`src/rtl/pipe_pkg.sv`:
```
// Shared pipeline types for the EX/MEM boundary.
// Control bundle layout, the no-op control value and default widths.
package pipe_pkg;

    localparam int DATA_WIDTH_DEF = 32;
    localparam int PC_WIDTH_DEF   = 9;

    typedef struct packed {
        logic RegWrite;
        logic MemRead;
        logic MemWrite;
        logic MemtoReg;
        logic Branch;
    } ex_mem_ctrl_t;

    localparam ex_mem_ctrl_t CTRL_NOP = '0;

endpackage

```
`src/rtl/sat_counter.sv`:
```
// Saturating up-counter: counts enabled cycles and sticks at all-ones.
// Ports: clk, reset (async active-low), en (count this cycle), count.
module sat_counter #(
    parameter int WIDTH = 16
) (
    input  logic             clk,
    input  logic             reset,
    input  logic             en,
    output logic [WIDTH-1:0] count
);

    logic [WIDTH-1:0] count_q;
    logic [WIDTH-1:0] count_d;

    always_comb begin
        count_d = count_q;
        if (en && (count_q != {WIDTH{1'b1}}))
            count_d = count_q + 1'b1;
    end

    always_ff @(posedge clk or negedge reset) begin
        if (!reset)
            count_q <= '0;
        else
            count_q <= count_d;
    end

    assign count = count_q;

endmodule

```
`src/rtl/ex_mem_reg.sv`:
```
// EX/MEM pipeline register with branch resolution and front-end redirect.
// Inputs: EX slot bundle, mem_stall, hz_flush. Outputs: MEM bundle,
// pc_redirect/br_target/flush_front, saturating branch/taken counters.
module ex_mem_reg
    import pipe_pkg::*;
#(
    parameter int DATA_WIDTH     = DATA_WIDTH_DEF,
    parameter int PC_WIDTH       = PC_WIDTH_DEF,
    parameter int REG_ADDR_WIDTH = 5,
    parameter int CNT_WIDTH      = 16
) (
    input  logic                      clk,
    input  logic                      reset,
    input  logic                      ex_valid,
    input  logic [DATA_WIDTH-1:0]     ALUResult,
    input  logic [DATA_WIDTH-1:0]     ex_rs2_data,
    input  logic [REG_ADDR_WIDTH-1:0] ex_rd,
    input  ex_mem_ctrl_t              ex_ctrl,
    input  logic [PC_WIDTH-1:0]       ex_pc,
    input  logic [PC_WIDTH-1:0]       ex_imm,
    input  logic                      mem_stall,
    input  logic                      hz_flush,
    output logic                      mem_valid,
    output logic [DATA_WIDTH-1:0]     mem_alu_result,
    output logic [DATA_WIDTH-1:0]     mem_wdata,
    output logic [REG_ADDR_WIDTH-1:0] mem_rd,
    output ex_mem_ctrl_t              mem_ctrl,
    output logic                      pc_redirect,
    output logic [PC_WIDTH-1:0]       br_target,
    output logic                      flush_front,
    output logic [CNT_WIDTH-1:0]      branch_cnt,
    output logic [CNT_WIDTH-1:0]      taken_cnt
);

    logic                      valid_q,  valid_d;
    logic [DATA_WIDTH-1:0]     alu_q,    alu_d;
    logic [DATA_WIDTH-1:0]     wdata_q,  wdata_d;
    logic [REG_ADDR_WIDTH-1:0] rd_q,     rd_d;
    ex_mem_ctrl_t              ctrl_q,   ctrl_d;
    logic                      redir_q,  redir_d;
    logic [PC_WIDTH-1:0]       target_q, target_d;

    logic do_load;
    logic is_branch;
    logic taken;

    // A pending redirect means the EX slot is wrong-path, so it bubbles.
    assign do_load   = !mem_stall && !hz_flush && !redir_q;
    assign is_branch = ex_valid && ex_ctrl.Branch;
    assign taken     = is_branch && ALUResult[0];

    always_comb begin
        valid_d  = valid_q;
        alu_d    = alu_q;
        wdata_d  = wdata_q;
        rd_d     = rd_q;
        ctrl_d   = ctrl_q;
        redir_d  = redir_q;
        target_d = target_q;
        if (mem_stall) begin
            // hold everything
        end else if (!do_load) begin
            valid_d = 1'b0;
            alu_d   = '0;
            wdata_d = '0;
            rd_d    = '0;
            ctrl_d  = CTRL_NOP;
            redir_d = 1'b0;
        end else begin
            valid_d = ex_valid;
            alu_d   = ALUResult;
            wdata_d = ex_rs2_data;
            rd_d    = ex_rd;
            ctrl_d  = ex_valid ? ex_ctrl : CTRL_NOP;
            redir_d = taken;
            if (taken)
                target_d = ex_pc + ex_imm;
        end
    end

    always_ff @(posedge clk or negedge reset) begin
        if (!reset) begin
            valid_q  <= 1'b0;
            alu_q    <= '0;
            wdata_q  <= '0;
            rd_q     <= '0;
            ctrl_q   <= CTRL_NOP;
            redir_q  <= 1'b0;
            target_q <= '0;
        end else begin
            valid_q  <= valid_d;
            alu_q    <= alu_d;
            wdata_q  <= wdata_d;
            rd_q     <= rd_d;
            ctrl_q   <= ctrl_d;
            redir_q  <= redir_d;
            target_q <= target_d;
        end
    end

    sat_counter #(.WIDTH(CNT_WIDTH)) u_branch_cnt (
        .clk   (clk),
        .reset (reset),
        .en    (do_load && is_branch),
        .count (branch_cnt)
    );

    sat_counter #(.WIDTH(CNT_WIDTH)) u_taken_cnt (
        .clk   (clk),
        .reset (reset),
        .en    (do_load && taken),
        .count (taken_cnt)
    );

    assign mem_valid      = valid_q;
    assign mem_alu_result = alu_q;
    assign mem_wdata      = wdata_q;
    assign mem_rd         = rd_q;
    assign mem_ctrl       = ctrl_q;
    assign pc_redirect    = redir_q;
    assign br_target      = target_q;
    assign flush_front    = redir_q;

endmodule

```
`config.mk`:
```
export PLATFORM = sky130hd
export DESIGN_NAME = ex_mem_reg
export DESIGN_NICKNAME = d
export VERILOG_FILES = /design/src/rtl/pipe_pkg.sv /design/src/rtl/sat_counter.sv /design/src/rtl/ex_mem_reg.sv
export SDC_FILE = /design/constraint.sdc
export NUM_CORES = 1
export LEC_CHECK = 0
export CAP_MARGIN = 5
export CORE_MARGIN = 5
export CORE_UTILIZATION = 29
export CTS_BUF_LIST = sky130_fd_sc_hd__clkbuf_8
export DETAILED_ROUTE_END_ITERATION = 7
export SLEW_MARGIN = 0
export SYNTH_ARGS = -nofsm -noshare
export SYNTH_HDL_FRONTEND = slang
export SYNTH_HIERARCHICAL = 1
export SYNTH_SLANG_ARGS = --single-unit
export TNS_END_PERCENT = 50
```
`constraint.sdc`:
```
create_clock -name clk -period 2.8 [get_ports clk]
set_clock_uncertainty 0.05 [all_clocks]
set_input_delay 0.42 -clock clk [delete_from_list [all_inputs] [get_ports clk]]
set_output_delay 0.42 -clock clk [all_outputs]
set_load 0.03 [all_outputs]
```
==> impl_results.md <==
- Worst skew pair latency: 0.42 ns
- Post-CTS Setup Inserts: 0
- Critical Path AT: 2.45 ns
- Die height: 142 µm
- Clock buffer depth: 2
- Initial Util: 29.3%
- Vias per inst: 4.84
- PortBufs: 214
- Synth Warn #: 6
- Period utilization: 78.5%
- Yosys reg bits: 117
- Unique masters post-synth: 42
- Nets: 710
- Worst slew pin tran: 0.812 ns
- DR vias: 4060
- Leakage power: 0.00340 µW
- Antenna violations before repair: 0
- Global-route wire length before repair: 23000 µm
- Post-Syn Area: 5020 µm²
- Cell area after placement: 7410 µm²
- WS Path Type: in -> reg
- Top sig layer: met4
- CTS buffer count: 17
- Met1 wire length: 6000 µm
- Routed wl met2: 6790 µm
- CTS tree: done
- Hold buffer count at CTS: 0
- # DRC: 0
- Tot Pwr: 4740 µW
- Max Cap Violations: 0
- PD cells: 606 nW/µm²
- Final hold violations: 0
- Async set or reset register ratio after synthesis: 100%
- Crit-path max FO: 3
- Gr usage total: 14.4%
- Die Wd: 142 µm
- # IOs: 215
- Post-Synthesis Cells: 382
- Diode count: 0
- Post-synth EDFFs: 0
- DR WL/cell: 17.1 µm
- Cells on worst reg2reg path: 8
- CP required: 3.05 ns
- PostCTS Resize Cnt: 0
- Peak Freq: 0.455 GHz
- Most used flip-flop cell after synthesis: dfrtp_1
- Rows: 48
- Sink Count: 117
- Area Growth Syn to Fin: 55.7%
- GPL Wtd Cong: 0.842
- HP Class: in -> async
- Final Instance Area: 7810 µm²
- Final setup vio count: 0
- CORE AREA: 17100 µm²
- Overflow after GRT: 0
- Vias in the first global route: 4312
- Die ar.: 20000 µm²
- Hold_ws: 0.0272 ns
- Final setup TNS: 0 ns
- Clock Tree Root: clkbuf_8
- Layout cells sized above 1: 9.77%
- Status: completed
- Routed length on met3: 1300 µm
- Post-Syn Area per Cell: 13.1 µm²
- Clock-pin slew on the worst setup and hold paths: 0.07 ns
- Final HPWL DP: 10400 µm
- CP Capture Type: flop
- RSZ-0062 raised after global routing: no
- VDD IR max: 368 µV
- Slew Limit Fails: 0
- Startpoint Class: input port
- Tmin final: 2.20 ns
- Relative slew slack: 45.9%
- DRT Pass-1 Iters: 4
- Sequential element share of the synthesized area: 58.3%
- ANT nets after route: 0
- Starting DRT DRC Count: 143
- H-Tree Depth: 4
- Largest net degree at the start of global routing: 118
- Post-Syn Nets: 490
- Final WL: 14300 µm
==> layer usage <==
layer / vias to the layer above / track usage [%]
li1: 1915 / -
met1: 1980 / 17.7
met2: 150 / 23.1
met3: 15 / 5.73
met4: 0 / 4.65
met5: - / 0
==> Yosys cell counts, types with 4 or more instances <==
cell type	instances	area [µm²]
o21ai_1	7	35.0
nand3_1	10	50.1
nand2_1	18	67.6
a21o_1	4	30.0
and3_1	5	31.3
o21a_1	10	75.1
o21ai_0	5	25.0
o211ai_1	5	37.5
a22o_1	73	639
nor2_1	5	18.8
a31oi_1	6	37.5
dfrtp_1	117	2930
nor4_4	4	85.1
buf_2	4	20.0
clkbuf_1	13	48.8
xor2_1	8	70.1
xnor2_1	14	123
mux2_1	4	45.0
ha_1	10	125
a21oi_1	11	55.1
nand4_1	16	100
==> power breakdown <==
group	total, µW	switching, µW	internal, µW
Sequential	1990	140	1850
Clock	1550	656	897
Combinational	1190	641	550
==> area by class of cell <==
type                       instances  area (µm²)
inverter                           1        3.75
clock inverter                     9         101
tap                              225         282
multi-input combinational        246        2010
sequential                       117        2930
timing repair buffer             219        2180
fill                            1571        9300
clock buffer                      22         303
==> critical path, stage by stage <==
cell	delay, ns
clkdlybuf4s50_1	0.40
ha_1	0.24
fa_1	0.44
a211oi_1	0.25
o21ai_0	0.17
o31ai_1	0.29
xnor2_1	0.16
o21ai_1	0.07
==> metrics by stage <==
step | std cells | utilization, % | setup WS, ns
floorplan | 382 | - | 0.562
global placement | 808 | 43.3 | 0.182
detailed placement | 808 | 43.3 | 0.161
CTS | 839 | 45.6 | 0.623
global route | 839 | 45.6 | 0.542
finish | 839 | 45.6 | 0.603
==> cell usage in the layout, fill, tap and decap left out, types with 4 or more instances in the layout <==
| cell type | n |
|---|---|
| clkdlybuf4s50_1 | 212 |
| dfrtp_1 | 117 |
| a22o_1 | 73 |
| clkbuf_8 | 22 |
| nand2_1 | 18 |
| nand4_1 | 16 |
| xnor2_1 | 14 |
| a21oi_1 | 11 |
| ha_1 | 10 |
| nand3_1 | 10 |
| o21a_1 | 10 |
| xor2_1 | 8 |
| o21ai_1 | 7 |
| a31oi_1 | 6 |
| and3_1 | 5 |
| o21ai_0 | 5 |
| nor2_1 | 5 |
| o211ai_1 | 5 |
| buf_4 | 5 |
| a21o_1 | 4 |
| mux2_1 | 4 |
| nor4_4 | 4 |
==> cell families (layout without fill, tap and decap cells) <==
family	after synthesis	count (layout)	share of synthesized area [%]
compound gates	129	129	20.4
flops	117	117	58.3
simple gates	80	80	12.0
xor+xnor	22	22	3.84
buf+inv	19	251	1.60
fa+ha+maj	11	11	2.89
mux	4	4	0.897
==> flip-flops by register name, indices dropped and copies added (netlist names) <==
name	flops
mem_valid	1
br_target	9
flush_front	1
mem_rd	5
mem_wdata	32
mem_ctrl	5
mem_alu_result	32
u_branch_cnt/count	16
u_taken_cnt/count	16
==> final timing paths <==
path | from | slack, ns | to
worst max-delay path | ex_pc[0] | 0.60 | br_target[8]$_DFFE_PN0P_
worst min-delay path | reset | 0.03 | u_branch_cnt/count[11]$_DFFE_PN0P_
worst max register to register | flush_front$_DFFE_PN0N_ | 0.88 | u_taken_cnt/count[5]$_DFFE_PN0P_
worst min register to register | mem_valid$_DFFE_PN0N_ | 0.44 | mem_valid$_DFFE_PN0N_
max in group asynchronous | reset | 2.19 | mem_rd[4]$_DFFE_PN0N_
min in group clk | mem_valid$_DFFE_PN0N_ | 0.44 | mem_valid$_DFFE_PN0N_
Power figures use the tool's default switching activity.
